===== src/rtl/cache_bist.sv =====
// cache_bist: built-in self test for a 32-bit word cache.
//
// The test runs four passes over WORD_COUNT words starting at BASE_ADDRESS:
//   W1: full-word write of P(a)
//   R1: read back and expect P(a)
//   W2: single-byte write of 8'hA5 into lane (a>>2) mod 4
//   R2: read back and expect the merged word M(a)
// Here P(a) = {a[15:0], ~a[15:0]} ^ SEED.
//
// Ports:
//   clk, rst                     clock and synchronous active-high reset
//   start                        pulse that begins a run (only honoured when idle or done)
//   address, data_in             request address and write data
//   write_enable                 byte-lane strobes; all zero means read
//   data_out, data_out_ready     read data from the cache and its valid flag
//   busy                         cache is servicing a miss or eviction
//   done, pass, timeout          run status, held until the next start
//   error_count                  saturating count of read mismatches
//   fail_address, fail_data      address and read value of the first mismatch
module cache_bist #(
  parameter logic [31:0] BASE_ADDRESS   = 32'h0000_0000,
  parameter int unsigned WORD_COUNT     = 64,
  parameter logic [31:0] SEED           = 32'h5A5A_C3C3,
  parameter int unsigned TIMEOUT_CYCLES = 1024
) (
  input  logic        clk,
  input  logic        rst,
  input  logic        start,
  output logic [31:0] address,
  output logic [31:0] data_in,
  output logic [3:0]  write_enable,
  input  logic [31:0] data_out,
  input  logic        data_out_ready,
  input  logic        busy,
  output logic        done,
  output logic        pass,
  output logic        timeout,
  output logic [15:0] error_count,
  output logic [31:0] fail_address,
  output logic [31:0] fail_data
);

  typedef enum logic [2:0] {IDLE, ISSUE, WAIT, NEXT, DONE} state_t;
  typedef enum logic [2:0] {PH_W1, PH_R1, PH_W2, PH_R2, PH_END} phase_t;

  localparam int CW = $clog2(TIMEOUT_CYCLES + 1);
  localparam logic [CW-1:0] TIMEOUT_LIM = CW'(TIMEOUT_CYCLES);
  localparam logic [15:0] LAST_IDX = 16'(WORD_COUNT - 1);

  state_t        state_q, state_d;
  phase_t        phase_q, phase_d;
  logic [15:0]   idx_q, idx_d;
  logic [31:0]   address_q, address_d;
  logic [31:0]   data_in_q, data_in_d;
  logic [3:0]    we_q, we_d;
  logic          done_q, done_d;
  logic          pass_q, pass_d;
  logic          timeout_q, timeout_d;
  logic [15:0]   error_count_q, error_count_d;
  logic [31:0]   fail_address_q, fail_address_d;
  logic [31:0]   fail_data_q, fail_data_d;
  logic [CW-1:0] wait_cnt_q, wait_cnt_d;

  phase_t      ld_phase;
  logic [15:0] ld_idx;
  logic [31:0] ld_addr;
  logic [31:0] ld_data;
  logic [3:0]  ld_we;

  logic        is_read;
  logic        req_done;
  logic        mismatch;
  logic [31:0] expected;

  function automatic logic [31:0] pattern_of(input logic [31:0] a);
    return {a[15:0], ~a[15:0]} ^ SEED;
  endfunction

  function automatic logic [31:0] merged_of(input logic [31:0] a);
    logic [31:0] v;
    v = pattern_of(a);
    v[{a[3:2], 3'b000} +: 8] = 8'hA5;
    return v;
  endfunction

  // Request to load on entry to ISSUE: the first W1 word when starting,
  // otherwise the phase/word already advanced when the previous request completed.
  always_comb begin
    ld_phase = (state_q == NEXT) ? phase_q : PH_W1;
    ld_idx   = (state_q == NEXT) ? idx_q : 16'd0;
    ld_addr  = BASE_ADDRESS + {14'd0, ld_idx, 2'b00};
    ld_data  = pattern_of(ld_addr);
    ld_we    = 4'b0000;
    case (ld_phase)
      PH_W1:   ld_we = 4'b1111;
      PH_W2: begin
        ld_data = {4{8'hA5}};
        ld_we   = 4'b0001 << ld_addr[3:2];
      end
      default: ;
    endcase
  end

  // Sequencer: request handshake, word/phase advance, result bookkeeping.
  always_comb begin
    state_d        = state_q;
    phase_d        = phase_q;
    idx_d          = idx_q;
    address_d      = address_q;
    data_in_d      = data_in_q;
    we_d           = we_q;
    done_d         = done_q;
    pass_d         = pass_q;
    timeout_d      = timeout_q;
    error_count_d  = error_count_q;
    fail_address_d = fail_address_q;
    fail_data_d    = fail_data_q;
    wait_cnt_d     = wait_cnt_q;

    is_read  = (we_q == 4'b0000);
    expected = (phase_q == PH_R1) ? pattern_of(address_q) : merged_of(address_q);
    req_done = !busy && (!is_read || data_out_ready);
    mismatch = is_read && (data_out != expected);

    case (state_q)
      IDLE, DONE: begin
        we_d = 4'b0000;
        if (start) begin
          state_d        = ISSUE;
          phase_d        = PH_W1;
          idx_d          = 16'd0;
          address_d      = ld_addr;
          data_in_d      = ld_data;
          we_d           = ld_we;
          done_d         = 1'b0;
          pass_d         = 1'b0;
          timeout_d      = 1'b0;
          error_count_d  = 16'd0;
          fail_address_d = 32'd0;
          fail_data_d    = 32'd0;
          wait_cnt_d     = '0;
        end
      end
      ISSUE: begin
        state_d    = WAIT;
        wait_cnt_d = '0;
      end
      WAIT: begin
        if (req_done) begin
          state_d = NEXT;
          we_d    = 4'b0000;
          if (mismatch) begin
            if (error_count_q != 16'hFFFF) error_count_d = error_count_q + 16'd1;
            if (error_count_q == 16'd0) begin
              fail_address_d = address_q;
              fail_data_d    = data_out;
            end
          end
          if (idx_q == LAST_IDX) begin
            idx_d   = 16'd0;
            phase_d = phase_t'(phase_q + 3'd1);
          end else begin
            idx_d = idx_q + 16'd1;
          end
        end else if (wait_cnt_q + CW'(1) == TIMEOUT_LIM) begin
          // The cache never answered: abandon the whole run.
          state_d   = DONE;
          we_d      = 4'b0000;
          timeout_d = 1'b1;
          done_d    = 1'b1;
          pass_d    = 1'b0;
        end else begin
          wait_cnt_d = wait_cnt_q + CW'(1);
        end
      end
      NEXT: begin
        if (phase_q == PH_END) begin
          state_d = DONE;
          done_d  = 1'b1;
          pass_d  = (error_count_q == 16'd0) && !timeout_q;
        end else begin
          state_d   = ISSUE;
          address_d = ld_addr;
          data_in_d = ld_data;
          we_d      = ld_we;
        end
      end
      default: state_d = IDLE;
    endcase
  end

  always_ff @(posedge clk) begin
    if (rst) begin
      state_q        <= IDLE;
      phase_q        <= PH_W1;
      idx_q          <= 16'd0;
      address_q      <= 32'd0;
      data_in_q      <= 32'd0;
      we_q           <= 4'b0000;
      done_q         <= 1'b0;
      pass_q         <= 1'b0;
      timeout_q      <= 1'b0;
      error_count_q  <= 16'd0;
      fail_address_q <= 32'd0;
      fail_data_q    <= 32'd0;
      wait_cnt_q     <= '0;
    end else begin
      state_q        <= state_d;
      phase_q        <= phase_d;
      idx_q          <= idx_d;
      address_q      <= address_d;
      data_in_q      <= data_in_d;
      we_q           <= we_d;
      done_q         <= done_d;
      pass_q         <= pass_d;
      timeout_q      <= timeout_d;
      error_count_q  <= error_count_d;
      fail_address_q <= fail_address_d;
      fail_data_q    <= fail_data_d;
      wait_cnt_q     <= wait_cnt_d;
    end
  end

  assign address      = address_q;
  assign data_in      = data_in_q;
  assign write_enable = we_q;
  assign done         = done_q;
  assign pass         = pass_q;
  assign timeout      = timeout_q;
  assign error_count  = error_count_q;
  assign fail_address = fail_address_q;
  assign fail_data    = fail_data_q;

endmodule

===== config.mk =====
export PLATFORM = sky130hd
export DESIGN_NAME = cache_bist
export DESIGN_NICKNAME = d
export VERILOG_FILES = /design/src/rtl/cache_bist.sv
export SDC_FILE = /design/constraint.sdc
export NUM_CORES = 1
export LEC_CHECK = 0
export ABC_CLOCK_PERIOD_IN_PS = 7200
export BUFFER_PORTS_ARGS = -buffer_cell sky130_fd_sc_hd__buf_4
export CORE_MARGIN = 5
export CORE_UTILIZATION = 58
export CTS_BUF_LIST = sky130_fd_sc_hd__clkbuf_4 sky130_fd_sc_hd__clkbuf_8 sky130_fd_sc_hd__clkbuf_16
export CTS_CLUSTER_DIAMETER = 60
export DETAILED_ROUTE_END_ITERATION = 12
export PLACE_DENSITY_LB_ADDON = 0.15
export SLEW_MARGIN = 30
export SYNTH_ARGS = -nofsm -noshare
export SYNTH_HDL_FRONTEND = slang
export SYNTH_SLANG_ARGS = --single-unit

===== constraint.sdc =====
create_clock -name clk -period 7.2 [get_ports clk]
set_input_delay 2.16 -clock clk [delete_from_list [all_inputs] [get_ports clk]]
set_output_delay 2.16 -clock clk [all_outputs]
set_load 0.1 [all_outputs]

==> summary.txt <==
Hold Fails Final Rpt = 0
Resized cells post-CTS = 0
r2r endpoint = fail_data[11]
initial antenna violation count = 0
peak per-stage delay on the critical path = 0.60 ns
R2R Setup Slk = 2.51 ns
max-cap violations = 0
period utilization = 0.730
hold crit path type = reg -> reg
Core Footprint = 12600 um2
Post-Route WL = 20600 um
Core Util, Final = 0.718
P_leak = 3.85 nW
global-route wire length before repair = 32300 um
Slowest-stage cell, CP = nand4_4
WL/cell = 16.9 um
Core Rows = 41
Reg-to-Reg Start = phase_q[1]
diode count = 0
synth warn = 0
Worst Tran Pin Value = 0.947 ns
unrepaired setup endpoints after global routing = false
DIE AREA = 15200 um2
CTS tree = done
post-synth cell types = 65
final setup violation count = 0
Min-Delay Startpoint = fail_address[7]
WHS = 0.457 ns
# H-tree levels = 4
Vias per Instance = 5.73
Top cell by count, worst path = buf_4
Slew Viols, Final = 0
Overflow after GRT = 0
Clock Latency Late Sink = 0.43 ns
Max Fclk = 190 MHz
Setup Crit Path Kind = in -> reg
RD Place Congestion = 0.914
Hold Path Stages = 2
Max rail drop VDD = 0.233 mV
# IOs = 188
Final Net Count = 1076
total negative slack = 0 ns
cell breakdown of the critical path = buf_4 -> or3b_1 -> a2111oi_0 -> a311oi_1 -> or4_4 -> a2111oi_4 -> nand2_2 -> nand4_4 -> buf_4 -> mux2i_1
WP data arrival = 5.61 ns
status = completed
Synth Flop Type = dfxtp_1
worst-path fanout max = 37
DRC viols = 0
post-synthesis xor/xnor area fraction = 0.0282
DIE HEIGHT = 123 um
via count = 6979
Num CTS Buffers = 17
crit end category = register
area grow syn2layout = 21.8%
slew margin rel. = 0.367
Detailed Route Iter0 Violations = 726
Port-buffer cells = 154
first-pass iteration count of the detailed router = 6
Post-Synth Simple-Gate Area = 0.259
FF+latch count, synth = 143
clock buffer depth = 2
mux contribution to synthesized area = 0.0767
ys async rst share = 0
Post-DP Area = 8450 um2
gr usage total = 0.268
startpoint types = primary input
DRT antenna net count = 0
DP Wirelength = 14400 um
Synth Area in Adders = 0.0118
share of cells above drive strength 1 = 0.196
Fill cells = 1052
number of global-route vias before repair = 6262
final instance area = 9060 um2
cells on worst reg2reg path = 11
Seq/Total Area, Yosys = 0.385
Placed Cells = 1185
Crit. Startpoint = data_out[23]
Avg Inst Size Synth = 8.12 um2
die width = 123 um
largest net degree at the start of global routing = 57
Hold Buf Count CTS = 0
largest family of logic cells by synthesized area = simple AND/OR/NAND/NOR gates
crit path time final = 5.25 ns
Post-Layout Cell Count = 1217
pwr dens = 260 nW/um2
Req. time, crit path = 7.55 ns
Reg clk slew, reported paths = 0.06 ns
CTS root buf = clkbuf_16
Mapped Cells = 916
Compound-Gate Fraction of Synth Area = 0.154
mapped cell area = 7440 um2
Hold EP = fail_address[7]
Worst Skew = 0.0102 ns
clock sinks = 143
Post-synth EDFFs = 0
Post-CTS Setup Inserts = 0
Initial Util = 0.590
[cells in the mapped netlist, types with 5 or more instances]
| master | n | area [um2] |
|---|---|---|
| nand2_1 | 179 | 672 |
| dfxtp_1 | 143 | 2860 |
| nor2_1 | 64 | 240 |
| a21oi_1 | 60 | 300 |
| mux2i_1 | 57 | 571 |
| buf_4 | 44 | 330 |
| clkbuf_1 | 40 | 150 |
| nand3_1 | 34 | 170 |
| inv_1 | 18 | 67.6 |
| o21ai_0 | 18 | 90.1 |
| xor2_1 | 15 | 131 |
| a211oi_1 | 14 | 105 |
| nor3_1 | 14 | 70.1 |
| a31oi_1 | 12 | 75.1 |
| nand2b_1 | 12 | 75.1 |
| nand4_1 | 12 | 75.1 |
| and3_1 | 11 | 68.8 |
| nor2b_1 | 11 | 68.8 |
| and2_1 | 9 | 56.3 |
| nor4_1 | 9 | 56.3 |
| xnor2_1 | 9 | 78.8 |
| o211ai_1 | 8 | 60.1 |
| o31ai_1 | 8 | 60.1 |
| ha_1 | 7 | 87.6 |
| o211a_1 | 7 | 70.1 |
| or4_1 | 7 | 52.6 |
| nand3b_1 | 6 | 45.0 |
| a2111oi_0 | 5 | 43.8 |
| nor4b_1 | 5 | 43.8 |
| o32ai_1 | 5 | 43.8 |
| or3_1 | 5 | 31.3 |
[critical path: cells and delay by family]
family,cells,cell delay [ns]
buffers and inverters,2,0.50
muxes,1,0.21
AOI/OAI and AO/OA,3,1.05
and+or+nand+nor,4,1.65
[worst max-delay path by stage]
stage | to | depth (start not counted) | slack [ns]
5_1_grt | fail_data[20] | 10 | 1.82
3_5_place_dp | fail_data[14] | 10 | 1.56
4_1_cts | fail_data[10] | 10 | 1.99
6_report | fail_data[11] | 10 | 1.95
3_3_place_gp | fail_data[15] | 10 | 1.64
2_1_floorplan | fail_address[10] | 10 | 2.48
[routing by layer]
metal | track usage | part of all wire | vias up
li1 | - | - | 3404
met5 | 0 | 0 | -
met3 | 0.0535 | 0.089 | 34
met4 | 0.0817 | 0.016 | 0
met2 | 0.419 | 0.47 | 324
met1 | 0.375 | 0.43 | 3217
[layout by cell type (no fill, tap or decap), drive strengths merged, types with 6 or more instances in the layout]
| master | count |
|---|---|
| nor2b | 11 |
| nand3b | 6 |
| conb | 33 |
| clkbuf | 23 |
| o21ai | 19 |
| nand2 | 180 |
| and3 | 11 |
| xor2 | 15 |
| and2 | 9 |
| a21oi | 60 |
| mux2i | 57 |
| o31ai | 8 |
| nand3 | 34 |
| nor3 | 14 |
| a211oi | 14 |
| inv | 18 |
| or4 | 8 |
| ha | 7 |
| nor4b | 6 |
| buf | 159 |
| a31oi | 12 |
| o211a | 7 |
| nor2 | 64 |
| nor4 | 9 |
| a2111oi | 6 |
| nand4 | 13 |
| dfxtp | 143 |
| xnor2 | 9 |
| nand2b | 12 |
| o211ai | 8 |
[state kept, by name, summed over array words and instances (netlist names)]
signal and flops:
phase_q 3, data_in 23, idx_q 16, timeout 1, error_count 16, wait_cnt_q 11
done 1, address 16, pass 1, state_q 3, write_enable 4, fail_data 32
fail_address 16
[cells by family (layout without fill, tap and decap cells)]
family                   count (synthesis)  count (layout)
AND/OR/NAND/NOR                        401             401
AO/OA/AOI/OAI                          171             171
flip-flops                             143             143
buffers and inverters                  112             209
multiplexers                            57              57
XOR/XNOR                                24              24
adder cells (fa/ha/maj)                  7               7
other                                    1              33
[power by group]
part           internal, mW  switching [mW]
Clock                 0.579           0.335
Combinational         0.132           0.464
Sequential            0.820          0.0257
[per-stage QoR]
step                      power, mW  setup slack [ns]
after CTS                      2.36              1.99
after floorplan                1.36              2.48
after global routing           2.43              1.82
after detailed placement       1.45              1.56
after global placement         1.45              1.64
final                          2.35              1.95
[cell type report]
class,count,area (um2),area share
repair buffers,159,1190,0.132
clock buffers,23,483,0.0533
well taps,172,215,0.0237
clock inverters,9,134,0.0148
multi-input cells,693,4110,0.453
inverters,18,67.6,0.00745
flip-flops and latches,143,2860,0.316
Note: power is estimated with default switching activity, not from simulation.
